**config.mk**
```make
export PLATFORM = sky130hd
export DESIGN_NAME = alu_exec_unit
export DESIGN_NICKNAME = d
export VERILOG_FILES = /design/src/rtl/alu_exec_unit.sv
export SDC_FILE = /design/constraint.sdc
export NUM_CORES = 1
export LEC_CHECK = 0
export BUFFER_PORTS_ARGS = -buffer_cell sky130_fd_sc_hd__buf_4
export CAP_MARGIN = 30
export CORE_MARGIN = 4
export CORE_UTILIZATION = 55
export DETAILED_ROUTE_END_ITERATION = 8
export PLACE_DENSITY = 0.74
export SLEW_MARGIN = 30
export SYNTH_ARGS = -nofsm -noshare
export SYNTH_HDL_FRONTEND = slang
export SYNTH_SLANG_ARGS = --single-unit
```
**constraint.sdc**
```tcl
create_clock -name clk_i -period 7.2 [get_ports clk_i]
set_clock_uncertainty 0.1 [all_clocks]
set_input_delay 0.72 -clock clk_i [delete_from_list [all_inputs] [get_ports clk_i]]
set_output_delay 0.72 -clock clk_i [all_outputs]
set_load 0.005 [all_outputs]
```
**src/rtl/alu_exec_unit.sv**
```systemverilog
// Execute-stage ALU: decodes ALUOp/funct, single-cycle ops register in one cycle,
// MUL runs an iterative shift-add over WIDTH cycles while busy_o stalls issue.
module alu_exec_unit #(
  parameter int WIDTH = 32
) (
  input  logic             clk_i,
  input  logic             rst_i,
  input  logic             start_i,
  input  logic [1:0]       ALUOp_i,
  input  logic [5:0]       funct_i,
  input  logic [WIDTH-1:0] data1_i,
  input  logic [WIDTH-1:0] data2_i,
  output logic [WIDTH-1:0] data_o,
  output logic             zero_o,
  output logic             done_o,
  output logic             err_o,
  output logic             busy_o
);

  localparam int CW = $clog2(WIDTH + 1);

  localparam logic [5:0] F_ADD = 6'b100000;
  localparam logic [5:0] F_SUB = 6'b100010;
  localparam logic [5:0] F_AND = 6'b100100;
  localparam logic [5:0] F_OR  = 6'b100101;
  localparam logic [5:0] F_SLT = 6'b101010;
  localparam logic [5:0] F_MUL = 6'b011000;

  typedef enum logic {IDLE, MUL} state_t;

  state_t           state, state_n;
  logic [WIDTH-1:0] mcand, mcand_n, mplier, mplier_n, acc, acc_n, acc_step;
  logic [CW-1:0]    cnt, cnt_n;
  logic [WIDTH-1:0] data_n, alu_res;
  logic             zero_n, done_n, err_n, busy_n, alu_err, is_mul;

  // Combinational decode of the single-cycle ops; MUL is flagged separately.
  always_comb begin
    alu_res = '0;
    alu_err = 1'b0;
    is_mul  = 1'b0;
    if (!ALUOp_i[1]) begin
      alu_res = ALUOp_i[0] ? (data1_i - data2_i) : (data1_i + data2_i);
    end else begin
      case (funct_i)
        F_ADD:   alu_res = data1_i + data2_i;
        F_SUB:   alu_res = data1_i - data2_i;
        F_AND:   alu_res = data1_i & data2_i;
        F_OR:    alu_res = data1_i | data2_i;
        F_SLT:   alu_res = {{(WIDTH-1){1'b0}}, ($signed(data1_i) < $signed(data2_i))};
        F_MUL:   is_mul  = 1'b1;
        default: alu_err = 1'b1;
      endcase
    end
  end

  assign acc_step = mplier[0] ? (acc + mcand) : acc;

  always_comb begin
    state_n  = state;
    mcand_n  = mcand;
    mplier_n = mplier;
    acc_n    = acc;
    cnt_n    = cnt;
    data_n   = data_o;
    zero_n   = zero_o;
    err_n    = err_o;
    done_n   = 1'b0;
    case (state)
      IDLE: begin
        if (start_i) begin
          if (is_mul) begin
            mcand_n  = data1_i;
            mplier_n = data2_i;
            acc_n    = '0;
            cnt_n    = CW'(WIDTH);
            state_n  = MUL;
          end else begin
            data_n = alu_res;
            zero_n = (alu_res == '0);
            err_n  = alu_err;
            done_n = 1'b1;
          end
        end
      end
      MUL: begin
        acc_n    = acc_step;
        mcand_n  = mcand << 1;
        mplier_n = mplier >> 1;
        cnt_n    = cnt - CW'(1);
        // Last iteration publishes the sum including this cycle's partial product.
        if (cnt == CW'(1)) begin
          data_n  = acc_step;
          zero_n  = (acc_step == '0);
          err_n   = 1'b0;
          done_n  = 1'b1;
          state_n = IDLE;
        end
      end
      default: state_n = IDLE;
    endcase
    busy_n = (state_n == MUL);
  end

  always_ff @(posedge clk_i or posedge rst_i) begin
    if (rst_i) begin
      state  <= IDLE;
      mcand  <= '0;
      mplier <= '0;
      acc    <= '0;
      cnt    <= '0;
      data_o <= '0;
      zero_o <= 1'b1;
      done_o <= 1'b0;
      err_o  <= 1'b0;
      busy_o <= 1'b0;
    end else begin
      state  <= state_n;
      mcand  <= mcand_n;
      mplier <= mplier_n;
      acc    <= acc_n;
      cnt    <= cnt_n;
      data_o <= data_n;
      zero_o <= zero_n;
      done_o <= done_n;
      err_o  <= err_n;
      busy_o <= busy_n;
    end
  end

endmodule
```
; ---- After elaboration in Yosys (flattened, before gate mapping)
; Cells that the tools add are included.
[totals]
reg_bits = 138
in_bits = 75
out_inout_bits = 36
word_cells = 73
[op_classes]
n_addsub = 4
magnitude_cmp = 1
eq_ne = 11
mux = 40
bitwise = 3
reduce_logical = 5
[op_table]
columns = cell, count
row1 = two-way mux 32 bit, 12
row2 = case mux 32 bit (2 select lines), 4
row3 = case mux 32 bit (5 select lines), 1
row4 = adder 32 bit, 2
row5 = zero test 32 bit, 2
row6 = AND 32 bit, 1
row7 = less-than comparator 32 bit, 1
row8 = bitwise OR 32 bit, 1
row9 = subtractor 32 bit, 1
row10 = "equality test 6 bit, second input constant", 5
row11 = two-way mux 1 bit, 16
row12 = two-way mux 6 bit, 2
row13 = case mux 6 bit (2 select lines), 1
row14 = case mux 1 bit (2 select lines), 4
row15 = "equality test 6 x 1 -> 1 bit, second input constant", 1
row16 = "equality test 6 x 5 -> 1 bit, second input constant", 1
row17 = "!= test 2 bit, second input constant", 3
row18 = OR reduction 6 bit, 1
row19 = "subtractor 6 x 1 -> 6 bit, second input constant", 1
row20 = AND reduction 3 bit, 1
row21 = "!= test 2 x 1 -> 1 bit, second input constant", 1
row22 = AND reduction 2 bit, 1
row23 = inverter 1 bit, 1

; ---- Depth between registers and ports, before layout
[logic_depth]
depth_word = 7
depth_mapped = 15
mapped_depth_nobuf = 15

; ---- Worst setup path before layout
; No wires, ideal clock.
[synth_path]
kind = input port to flip-flop
start = in data1_i[13]
end = reg zero_o
setup_time_ps = 72
arrival_time_ps = 3804
required_time_ps = 7028
slack_ps = 3224
cell_stages = 14
path_buffers = 1
path_cell_list = inv_1 ha_1 buf_6 or4_4 nor3_4 nand2_1 a2bb2oi_1 a2111oi_4 o21ai_2 a311oi_2 a2111o_1 o211ai_1 or4_1 o21ai_1
[synth_via]
elab_chain_len = 7
word_cells_on_any_way = 12
cone_classes = 2 x add/sub / 1 x order compare / 6 x mux / 2 x bitwise / 1 x reduce/logical
[synth_lines]
columns = element, line
row1 = from (decl), 11  ; input logic [WIDTH-1:0] data1_i,
row2 = "subtractor 32 bit, or another cell as far along", "43, 47"
row3 = case mux 32 bit (5 select lines) or two-way mux 32 bit (tied branches), "45, 43"
row4 = two-way mux 32 bit *, 42  ; if (!ALUOp_i[1]) begin
row5 = zero test 32 bit *, 80  ; zero_n = (alu_res == '0);
row6 = two-way mux 1 bit *, 72  ; if (is_mul) begin
row7 = two-way mux 1 bit *, 71  ; if (start_i) begin
row8 = case mux 1 bit (2 select lines) *, 69  ; case (state)
row9 = to (signal assigned), 124  ; zero_o <= zero_n;
row10 = to (decl), 14  ; output logic zero_o,
; Every way passes the cells marked *; elsewhere a longest branch is shown, timed or not. The select of a mux whose other input is x is not followed.
; A chain may end at the register's enable or synchronous reset.

; ---- Final worst setup path
[layout_path]
start = reg state
end = reg zero_o
[layout_via]
elab_chain_len = 3
word_cells_on_any_way = 6
cone_classes = 3 x eq/ne / 1 x mux / 1 x bitwise / 1 x reduce/logical
[layout_lines]
columns = element, line
row1 = from (decl), 31  ; state_t state, state_n;
row2 = from (signal assigned), 118  ; state <= state_n;
row3 = inverter 1 bit, -
row4 = != test 2 bit (no source line), -
row5 = AND reduction 3 bit (no source line), -
; Parallel ways exist; a longest one is shown, timed or not.

==> results.txt <==
Initial antenna violation count - 0
Dpl cells - 2285
Chip width - 170.1 um
CTS tree - done
Final #Nets - 2177
Largest net degree at the start of global routing - 105
Routed WL - 52720 um
Cells after synthesis - 1948
Min Tclk post-route - 4.978 ns
Synth top area share - 23.71%
Diode count - 0
Final Max Slew Viols - 0
Mapped Avg Cell Area - 7.422 um2
Synth top cells by count - nand2_1 (233), a21oi_1 (191), nor2_1 (186)
Layout area overhead - 10.56%
Leak - 7.262 nW
Hold-fix buffers at CTS - 0
Crit start category - flip-flop
Crit path kind - flip-flop to flip-flop
Outcome - complete, no violations
Placed inst area - 15360 um2
Distinct cells, synth - 92
Gr usage total - 35.51%
Post-CTS setup buffers - 0
Worst Path Arrival - 5.26 ns
Layout cells sized above 1 - 10.69%
Post-synth EDFFs - 0
Most common cell in the netlist - nand2_1
Ports - 111
Via count - 15.43k
RR Endpoint - zero_o
Worst Tran Pin Value - 0.9035 ns
Non-Filler Instances - 2318
# H-tree levels - 4
# DRC - 0
Die area - 28940 um2
Unrepaired setup endpoints after global routing - false
Power Density - 230.2 nW/um2
First-pass GRT wire length - 81280 um
Drt wl/cell - 22.75 um
Clk Latency, worst-skew pair - 0.45 ns
Resized cells post-CTS - 0
Reg2reg start - state
Post-synthesis async set-or-reset flop share - 100.0%
Vias per inst - 6.656
Mapped Nets - 2155
Die Height - 170.1 um
Highest Clock Rate - 200.9 MHz
CP max FO - 88
Final Hold Viols - 0
Area of the core - 25980 um2
Total gr overflow - 0
Warning count from the yosys run - 0
HP Class - primary input to async pin
Number of global-route vias before repair - 14.42k
Worst setup path startpoint - state
Design Area, Final - 15980 um2
DP HPWL - 38880 um
#FFs+latches synth - 138
Initial DRT Pass Iterations - 6
Max Cap Viol - 0
Hold Slack - 0.2695 ns
GPL Wtd Cong - 1.003
Detail Route Antenna Nets - 0
Fin crit share - 69.13%
Clk slew on worst S/H paths - 0.07 ns
Cell Area, Synth - 14460 um2
Top area cells in the synthesized netlist - dfrtp_1 (24%), ha_1 (11%), a21oi_1 (6.6%), nand2_1 (6.0%), o21ai_0 (5.8%)
Drt first-iter violations - 1731
Placement Setup Slack - 2.299 ns
Clock sinks - 138
Setup slack after layout - 2.222 ns
Max-slew headroom - 39.76%
Synth area leader - dfrtp_1
Worst R2R Path Depth - 12
Clock Path Buffers - 2
Setup TNS Final - 0 ns
Crit path required time - 7.48 ns
Nature of the critical path endpoint - flip-flop
Dominant synthesized flop cell - dfrtp_1
Peak VDD IR - 195.4 uV
Site Rows - 59
IO buf count - 110
Total CTS buffers - 17
Flop2flop setup slack - 2.22 ns
Clock root buffer - clkbuf_16
Register area share after synthesis - 23.89%
Starting Density - 55.64%
Setup-failing EPs final - 0
## kinds of logic (layout without fill, tap and decap cells)
family	after synthesis	in the layout	synth area share [%]
compound gates	702	702	31.73
xor+xnor	38	38	2.302
fa+ha+maj	132	132	11.58
buf+inv	237	272	6.266
flops	138	138	23.89
mux	36	36	2.588
simple gates	665	665	21.64
## cells in the final DEF (no fill, tap or decap), types with 25 or more instances in the layout
master	Yosys	layout
nand2_1	233	233
a21oi_1	191	191
nor2_1	186	186
o21ai_0	168	168
dfrtp_1	137	136
ha_1	129	129
buf_4	0	124
inv_1	107	105
nand3_1	43	42
nor3_1	37	37
a21o_1	35	35
xnor2_1	31	31
nor4_1	28	27
a211oi_1	26	26
mux2i_1	25	25
## state kept, by name, summed over array words and instances (netlist names)
name    cells
mcand      32
done_o      1
data_o     32
err_o       1
acc        32
state       1
mplier     32
zero_o      1
cnt         6
## power breakdown
group,internal (mW),total (mW),switching (mW)
logic,0.640,1.64,1.00
clock network,0.492,0.927,0.435
registers,0.945,1.11,0.165
total,2.08,3.68,1.60
## critical path, stage by stage, from the launching register on
cell,delay (ns)
dfrtp_4,0.97
inv_2,0.25
or3_1,0.43
and2_1,0.42
inv_2,0.79
o22a_1,0.23
nand3_1,0.08
nor4_1,0.27
nand4_1,0.17
or4b_1,0.54
nor4_1,0.35
nand4_1,0.14
o21ai_1,0.15
## per-layer routing
layer	track usage, %	part of all wire, %	wire length, um	vias to the layer above
met5	0	0	0	-
met4	18.47	5.8	3034	0
met3	5.087	8.2	4346	141
met2	53.66	43	22780	821
met1	49.43	43	22560	7299
li1	-	-	-	7167
## through the flow
step / power (mW) / util (%)
floorplan: 2.207 / -
global placement: 2.669 / 59.11
detailed placement: 2.712 / 59.11
CTS: 3.639 / 61.37
global route: 3.892 / 61.51
finish: 3.679 / 61.51
## worst max-delay path by stage
stage                   to  slack (ns)
detailed placement  zero_o        2.30
global placement    zero_o        2.25
CTS                 zero_o        2.31
floorplan           acc[0]        2.69
global route        zero_o        1.89
finish              zero_o        2.22
## cell type report
cell class / count / area (um2)
inverters: 114 / 432.9
fillers: 2378 / 10000
clock buffers: 18 / 429.2
repair buffers: 126 / 962.2
well taps: 335 / 419.2
multi-input cells: 1573 / 10120
clock inverters: 14 / 157.7
flip-flops and latches: 138 / 3458
Note: power is estimated with default switching activity, not from simulation.
